[src/rtl/cpu_mem_map.sv]
// CPU-side address decoder for a cartridge-style memory map: internal RAM, PPU registers,
// PRG RAM, banked PRG ROM and a 5-bit serial bank-register port written through the ROM window.
module cpu_mem_map #(
  parameter int RAM_AW      = 11,
  parameter int PRG_BANK_AW = 14,
  parameter int PRG_BANKS   = 8,
  parameter int PRG_RAM_EN  = 1,
  localparam int BW         = $clog2(PRG_BANKS),
  localparam int PA         = PRG_BANK_AW + BW
) (
  input  logic              clk,
  input  logic              reset,
  input  logic [15:0]       addr,
  input  logic              WE,
  input  logic [7:0]        data_in,
  output logic [7:0]        data_out,
  output logic              ppu_reg_cs,
  output logic [2:0]        ppu_reg_addr,
  input  logic [7:0]        ppu_data_in,
  output logic [RAM_AW-1:0] ram_addr,
  output logic              ram_WE,
  input  logic [7:0]        ram_q,
  output logic [12:0]       prgram_addr,
  output logic              prgram_WE,
  input  logic [7:0]        prgram_q,
  output logic [PA-1:0]     rom_addr,
  input  logic [7:0]        rom_q,
  output logic [4:0]        chr_bank0,
  output logic [4:0]        chr_bank1,
  output logic              chr_mode
);

  localparam logic [2:0] REG_OPEN   = 3'd0;
  localparam logic [2:0] REG_RAM    = 3'd1;
  localparam logic [2:0] REG_PPU    = 3'd2;
  localparam logic [2:0] REG_PRGRAM = 3'd3;
  localparam logic [2:0] REG_ROM    = 3'd4;

  logic [2:0] region;
  logic       is_ram;
  logic       is_ppu;
  logic       is_prgram;
  logic       is_rom;
  logic       prgram_en;

  logic [4:0] control_reg;
  logic [4:0] chr_bank0_reg;
  logic [4:0] chr_bank1_reg;
  logic [4:0] prg_reg;
  logic [4:0] shift_reg;
  logic [2:0] count_reg;
  logic       ignore_reg;

  logic [2:0] region_reg;
  logic [7:0] ppu_q_reg;
  logic [7:0] hold_reg;

  logic       serial_wr;
  logic [4:0] shift_next;
  logic [4:0] bank_sel;

  // Mirroring bits are carried in control but not consumed by this block.
  logic unused_bits;
  assign unused_bits = &{1'b0, control_reg[1:0], data_in[6:1]};

  always_comb begin
    region = REG_OPEN;
    case (addr[15:13])
      3'b000:  region = REG_RAM;
      3'b001:  region = REG_PPU;
      3'b010:  region = REG_OPEN;
      3'b011:  region = REG_PRGRAM;
      default: region = REG_ROM;
    endcase
  end

  assign is_ram    = (region == REG_RAM);
  assign is_ppu    = (region == REG_PPU);
  assign is_prgram = (region == REG_PRGRAM);
  assign is_rom    = (region == REG_ROM);
  assign prgram_en = (PRG_RAM_EN != 0) && !prg_reg[4];

  assign ram_addr     = addr[RAM_AW-1:0];
  assign ram_WE       = WE & is_ram;
  assign ppu_reg_cs   = is_ppu;
  assign ppu_reg_addr = addr[2:0];
  assign prgram_addr  = addr[12:0];
  assign prgram_WE    = WE & is_prgram & prgram_en;

  // addr[14] picks the $8000 or $C000 half of the ROM window.
  always_comb begin
    bank_sel = 5'd0;
    case (control_reg[3:2])
      2'd2:    bank_sel = addr[14] ? {1'b0, prg_reg[3:0]} : 5'd0;
      2'd3:    bank_sel = addr[14] ? 5'(PRG_BANKS - 1) : {1'b0, prg_reg[3:0]};
      default: bank_sel = {1'b0, prg_reg[3:1], addr[14]};
    endcase
  end

  assign rom_addr = {bank_sel[BW-1:0], addr[PRG_BANK_AW-1:0]};

  assign chr_bank0 = chr_bank0_reg;
  assign chr_bank1 = chr_bank1_reg;
  assign chr_mode  = control_reg[4];

  // A write landing right after an accepted serial write is dropped entirely.
  assign serial_wr  = WE & is_rom & ~ignore_reg;
  assign shift_next = {data_in[0], shift_reg[4:1]};

  always_ff @(posedge clk) begin
    if (reset) begin
      control_reg   <= 5'h0C;
      chr_bank0_reg <= 5'd0;
      chr_bank1_reg <= 5'd0;
      prg_reg       <= 5'd0;
      shift_reg     <= 5'd0;
      count_reg     <= 3'd0;
      ignore_reg    <= 1'b0;
    end else begin
      ignore_reg <= serial_wr;
      if (serial_wr) begin
        if (data_in[7]) begin
          shift_reg   <= 5'd0;
          count_reg   <= 3'd0;
          control_reg <= control_reg | 5'h0C;
        end else if (count_reg == 3'd4) begin
          case (addr[14:13])
            2'd0:    control_reg   <= shift_next;
            2'd1:    chr_bank0_reg <= shift_next;
            2'd2:    chr_bank1_reg <= shift_next;
            default: prg_reg       <= shift_next;
          endcase
          shift_reg <= 5'd0;
          count_reg <= 3'd0;
        end else begin
          shift_reg <= shift_next;
          count_reg <= count_reg + 3'd1;
        end
      end
    end
  end

  // A disabled PRG RAM window reads like open bus.
  always_ff @(posedge clk) begin
    if (reset) begin
      region_reg <= REG_OPEN;
      ppu_q_reg  <= 8'h00;
      hold_reg   <= 8'h00;
    end else begin
      region_reg <= (is_prgram && !prgram_en) ? REG_OPEN : region;
      ppu_q_reg  <= ppu_data_in;
      hold_reg   <= data_out;
    end
  end

  always_comb begin
    data_out = hold_reg;
    case (region_reg)
      REG_RAM:    data_out = ram_q;
      REG_PPU:    data_out = ppu_q_reg;
      REG_PRGRAM: data_out = prgram_q;
      REG_ROM:    data_out = rom_q;
      default:    data_out = hold_reg;
    endcase
  end

endmodule

[config.mk]
export PLATFORM = sky130hd
export DESIGN_NAME = cpu_mem_map
export DESIGN_NICKNAME = d
export VERILOG_FILES = /design/src/rtl/cpu_mem_map.sv
export SDC_FILE = /design/constraint.sdc
export NUM_CORES = 1
export LEC_CHECK = 0
export ABC_AREA = 0
export CORE_UTILIZATION = 41
export DETAILED_ROUTE_END_ITERATION = 6
export MAX_ROUTING_LAYER = met4
export PLACE_DENSITY = 0.81
export SKIP_LAST_GASP = 1
export SLEW_MARGIN = 20
export SYNTH_ARGS = -nofsm -noshare
export SYNTH_HDL_FRONTEND = slang
export SYNTH_SLANG_ARGS = --single-unit
[constraint.sdc]
create_clock -name clk -period 1.9 [get_ports clk]
set_input_delay 0.19 -clock clk [delete_from_list [all_inputs] [get_ports clk]]
set_output_delay 0.19 -clock clk [all_outputs]
set_load 0.01 [all_outputs]
[Yosys cells after proc, flatten, opt, wreduce, memory -nomap -nowiden]
Cells that the tools add are included.
Storage, ports and cells
  bits in registers: 48
  latch bits: 0
  bits in writable memories: 0
  ROM bits: 0
  input bits: 59
  output and inout port bits: 66
  word-level logic and storage cells: 61
  memories: 0
Cells by class
  add/sub/neg operators: 1
  multipliers: 0
  divide/modulo/power cells: 0
  order comparisons: 0
  equal/unequal tests: 16
  shifts and indexed selects: 0
  mux-type cells: 12
  bitwise operators: 8
  reductions and logical operators: 13
Operator list (count)
  8-bit one-hot mux with 4 select lines: 1
  3-bit by 2-bit equality test with 1-bit output, second input constant: 6
  4-bit AND reduction: 4
  3-bit 2-to-1 mux: 4
  4-bit 2-to-1 mux: 3
  3-bit one-hot mux with 4 select lines: 1
  5-bit 2-to-1 mux: 2
  3-bit by 1-bit equality test with 1-bit output, second input constant: 3
  3-bit equality test, second input constant: 3
  2-bit equality test, second input constant: 3
  3-bit one-hot mux with 2 select lines: 1
  1-bit AND: 5
  2-bit nonzero test: 2
  3-bit by 1-bit adder with 3-bit output, second input constant: 1
  3-bit logical NOT: 1
  1-bit inverter: 3
  3-bit AND reduction: 1
  3-bit OR reduction: 1
  2-bit by 1-bit equality test with 1-bit output, second input constant: 1
  2-bit logical NOT: 1
  2-bit OR reduction: 1
  1-bit logical AND: 1
  1-bit logical NOT: 1

[Depth between registers and ports, before layout]
  depth after elaboration: 6
  depth in mapped cells: 6
  gate-level depth less buffers: 5

[Least setup slack after synthesis]
No wires, ideal clock.
  path type: reg2out
  from: register region_reg[0]
  to: output port data_out[0]
  arrival time: 1.238 ns
  required time: 1.710 ns
  setup slack: 0.472 ns
  stages on the path, launching flop included: 6
  buffers on the path: 2
  cells stage by stage: dfxtp_1 buf_6 or3b_1 buf_4 o22ai_2 a211oi_1
Between the ends
  longest elaborated chain between the ends: 2
  elaborated cells between the ends (all ways): 5
  those cells by class: 4 x eq/ne; 1 x mux
RTL lines
  start: declaration: line 54  | logic [2:0] region_reg;
  start signal: assignment: line 150  | region_reg <= (is_prgram && !prgram_en) ? REG_OPEN : region;
  3-bit equality test (tied with other cells): line 158  | case (region_reg)
  8-bit one-hot mux with 4 select lines (*): line 158
  end: declaration: line 16  | output logic [7:0] data_out,
Mark *: on every way between the ends. The rest lies on a longest branch, timed or not.

[Worst setup path after layout]
  from: register region_reg[0]
  to: output port data_out[6]
Same word-level chain as after synthesis.

==> impl_metrics.csv <==
group,metric,value,unit
grt,gr-total-overflow,0,
yosys,ys_ff_latch,44,
grt,grt_pass1_vias,2321,
pwr,power,2.211,mW
yosys,yosys_warnings,0,
sta,grt_setup_unrepaired,"true",
placed_design,hpwl,4.689,mm
grt,gr-usage-all-layers,21.52,%
cells_and_area,ff_latch_area,884.6,um^2
clock_tree,htreeDepth,2,
sta,period_minus_slack,1.872,ns
yosys,avgSynthCellArea,8.822,um^2
cells_and_area,n_antenna_cell,0,
detailed_routing,wl_per_cell,15.55,um
clock_tree,cts-buffers-inserted,5,
grt,grt_pass1_wl,10.61,mm
setup_path,worstPathMaxFanout,5,
floorplan,fp.coreArea,5991,um^2
setup_path,worst-path-buf-inv,2,
setup_path,crit_type,"reg2out",
setup_path,crit_family,"multiplexers",
clock_tree,cts.clk_slew.worst_paths,0.09,ns
detailed_routing,drt_wl_total,6.735,mm
pwr,peakVddDrop,328.3,uV
placed_design,dp_slack,-0.1280,ns
hold_path,hold_class,"in2out",
yosys,synthArstFlopShare,0,%
sta,max_slew_margin,67.66,%
yosys,synth-edff-count,0,
setup_path,max_stage_delay,0.49,ns
setup_path,worstPathCellList,"buf_4 > mux4_2 > nor2_2 > a21oi_1 > clkdlybuf4s15_1",
yosys,synthFlopType,"dfxtp_1",
hold_path,min-delay-start,"addr[4]",
sta,final.setup.worst_slack,0.02837,ns
floorplan,die-area,6626,um^2
yosys,syn_inst,293,
floorplan,pin_count,125,
clock_tree,cts_buffer_depth,2,
sta,setup_viol,0,
sta,fmax,534.3,MHz
sta,worst_pin_slew,0.4807,ns
detailed_routing,vias_per_cell,5.536,
setup_path,cp.arrival,1.68,ns
floorplan,die_w,81.40,um
detailed_routing,drtPass1Iterations,5,
yosys,netlist_area,2585,um^2
clock_tree,clkLatencyLatePin,0.30,ns
sta,slew_viol_final,0,
sta,finalSetupTns,0,ns
floorplan,dieHeight,81.40,um
setup_path,crit_slowest_cell,"mux4_2",
cells_and_area,final_area,3508,um^2
detailed_routing,detail-route-antenna-nets,0,
floorplan,rows,28,
setup_path,endpoint_kind,"primary output",
placed_design,place_inst,422,
clock_tree,clock_sinks,44,
cells_and_area,n_fill_cell,527,
sta,min_period_over_period,98.51,%
grt,antenna_found_initial,0,
yosys,syn_nets,354,
detailed_routing,via_count,2397,
job,drv_cap,0,
outcome,status,"completed",
pwr,cellPowerDensity,630.3,nW/um^2
cells_and_area,final_cells,433,
cells_and_area,multi_input_area,1348,um^2
placed_design,port_buffers,65,
placed_design,placed_cell_area,3313,um^2
setup_path,rr_startpoint,"region_reg[0]",
grt,grt_max_degree,44,
placed_design,finalWeightedCongestion,0.8644,
yosys,synth_cell_types,39,
clock_tree,ctsHoldBuffers,0,
yosys,ys_seq_area_share,34.08,%
setup_path,startpoint,"region_reg[0]",
setup_path,worstSetupStartpointType,"flop",
floorplan,start_util,43.15,%
setup_path,required,1.71,ns
pwr,p_leak,1.320,nW
sta,fin_skew,0.01068,ns
sta,hold_violations,0,
detailed_routing,drc,0,
detailed_routing,first_iter_violations,91,
cells_and_area,syn2layout_area_growth,35.72,%
clock_tree,root_buffer,"clkbuf_8",
cells_and_area,drive_gt1_share,30.17,%
clock_tree,cts_tree,"built",
cells_and_area,nets,418,
## power breakdown
| part | switching [mW] | internal [mW] |
|---|---|---|
| registers | 0.0166 | 0.953 |
| clock network | 0.338 | 0.396 |
| logic | 0.224 | 0.284 |
## path summary, 6_finish.rpt
path / endpoint / slack, ns / cells past startpoint
min reg2reg: region_reg[1] / 0.47 / 1
max reg2reg: hold_reg[4] / 0.32 / 7
max: data_out[6] / 0.03 / 5
min: ram_addr[4] / 0.38 / 0
## worst reg2reg max path, cell delays in order (launching register included)
cell       delay (ns)
dfxtp_2          0.35
buf_4            0.17
o21bai_4         0.17
buf_12           0.14
o22ai_2          0.09
buf_4            0.14
buf_4            0.12
a2111oi_2        0.30
## stage by stage
step / utilization [%] / hold slack (ns)
global placement: 55.30 / 0.3801
CTS: 58.31 / 0.3801
global route: 58.56 / 0.3800
finish: 58.56 / 0.3800
floorplan: - / 0.2693
detailed placement: 55.30 / 0.3801
## cell families (layout without fill, tap and decap cells)
family | after synthesis | after routing | share of synthesized area, %
DFF | 44 | 44 | 34.08
adders and majority gates | 2 | 2 | 0.9679
and+or+nand+nor | 85 | 85 | 19.80
buffers and inverters | 67 | 132 | 16.80
muxes | 2 | 2 | 1.258
AOI/OAI and AO/OA | 93 | 93 | 27.11
## per-layer routing
layer	global-route usage, %	part of all wire [%]	up-vias
li1	-	-	1180
met1	24.47	44	1138
met2	37.25	49	68
met3	4.944	5.2	11
met4	6.429	1.4	0
met5	-	0	-
## cell usage after synthesis, drive strengths merged, types with 3 or more instances
cell type   n  share of area (%)
a2111oi     7                4.1
a211oi     16                4.6
a21oi      25                4.8
a22oi       7                2.0
a32oi       5                1.7
and3        7                1.7
buf        55                 15
clkbuf      8                1.2
dfxtp      44                 34
inv         4               0.58
nand2       3               0.44
nand2b      3               0.73
nand3      11                2.1
nand4       6                1.5
nor2       14                2.1
nor2b      15                3.6
nor3        6                1.2
nor4        7                1.7
o21a        7                2.0
o21ai      16                3.1
o22ai       7                3.4
## timing repair
item,4_1_cts,5_1_grt
setup endpoints to repair,13,9
pin swaps,9,6
buffers inserted,2,1
resized for setup,40,9
## cells in the final DEF (no fill, tap or decap), drive strengths merged, types with 7 or more instances in the layout
| cell | netlist | final |
|---|---|---|
| and3 | 7 | 7 |
| nor2b | 15 | 15 |
| nor4 | 7 | 7 |
| a2111oi | 7 | 7 |
| o21ai | 16 | 16 |
| nor2 | 14 | 14 |
| a211oi | 16 | 16 |
| o22ai | 7 | 7 |
| buf | 55 | 61 |
| nand3 | 11 | 11 |
| o21a | 7 | 7 |
| dfxtp | 44 | 44 |
| a21oi | 25 | 25 |
| clkdlybuf4s50 | 0 | 56 |
| a22oi | 7 | 7 |
## area by class of cell
| class | instances | share of cell area (%) |
|---|---|---|
| multi-input combinational | 182 | 38.41 |
| tap | 75 | 2.675 |
| clock buffer | 5 | 1.961 |
| clock inverter | 3 | 1.320 |
| timing repair buffer | 120 | 29.99 |
| inverter | 4 | 0.4280 |
| sequential | 44 | 25.21 |
Power figures use the tool's default switching activity.
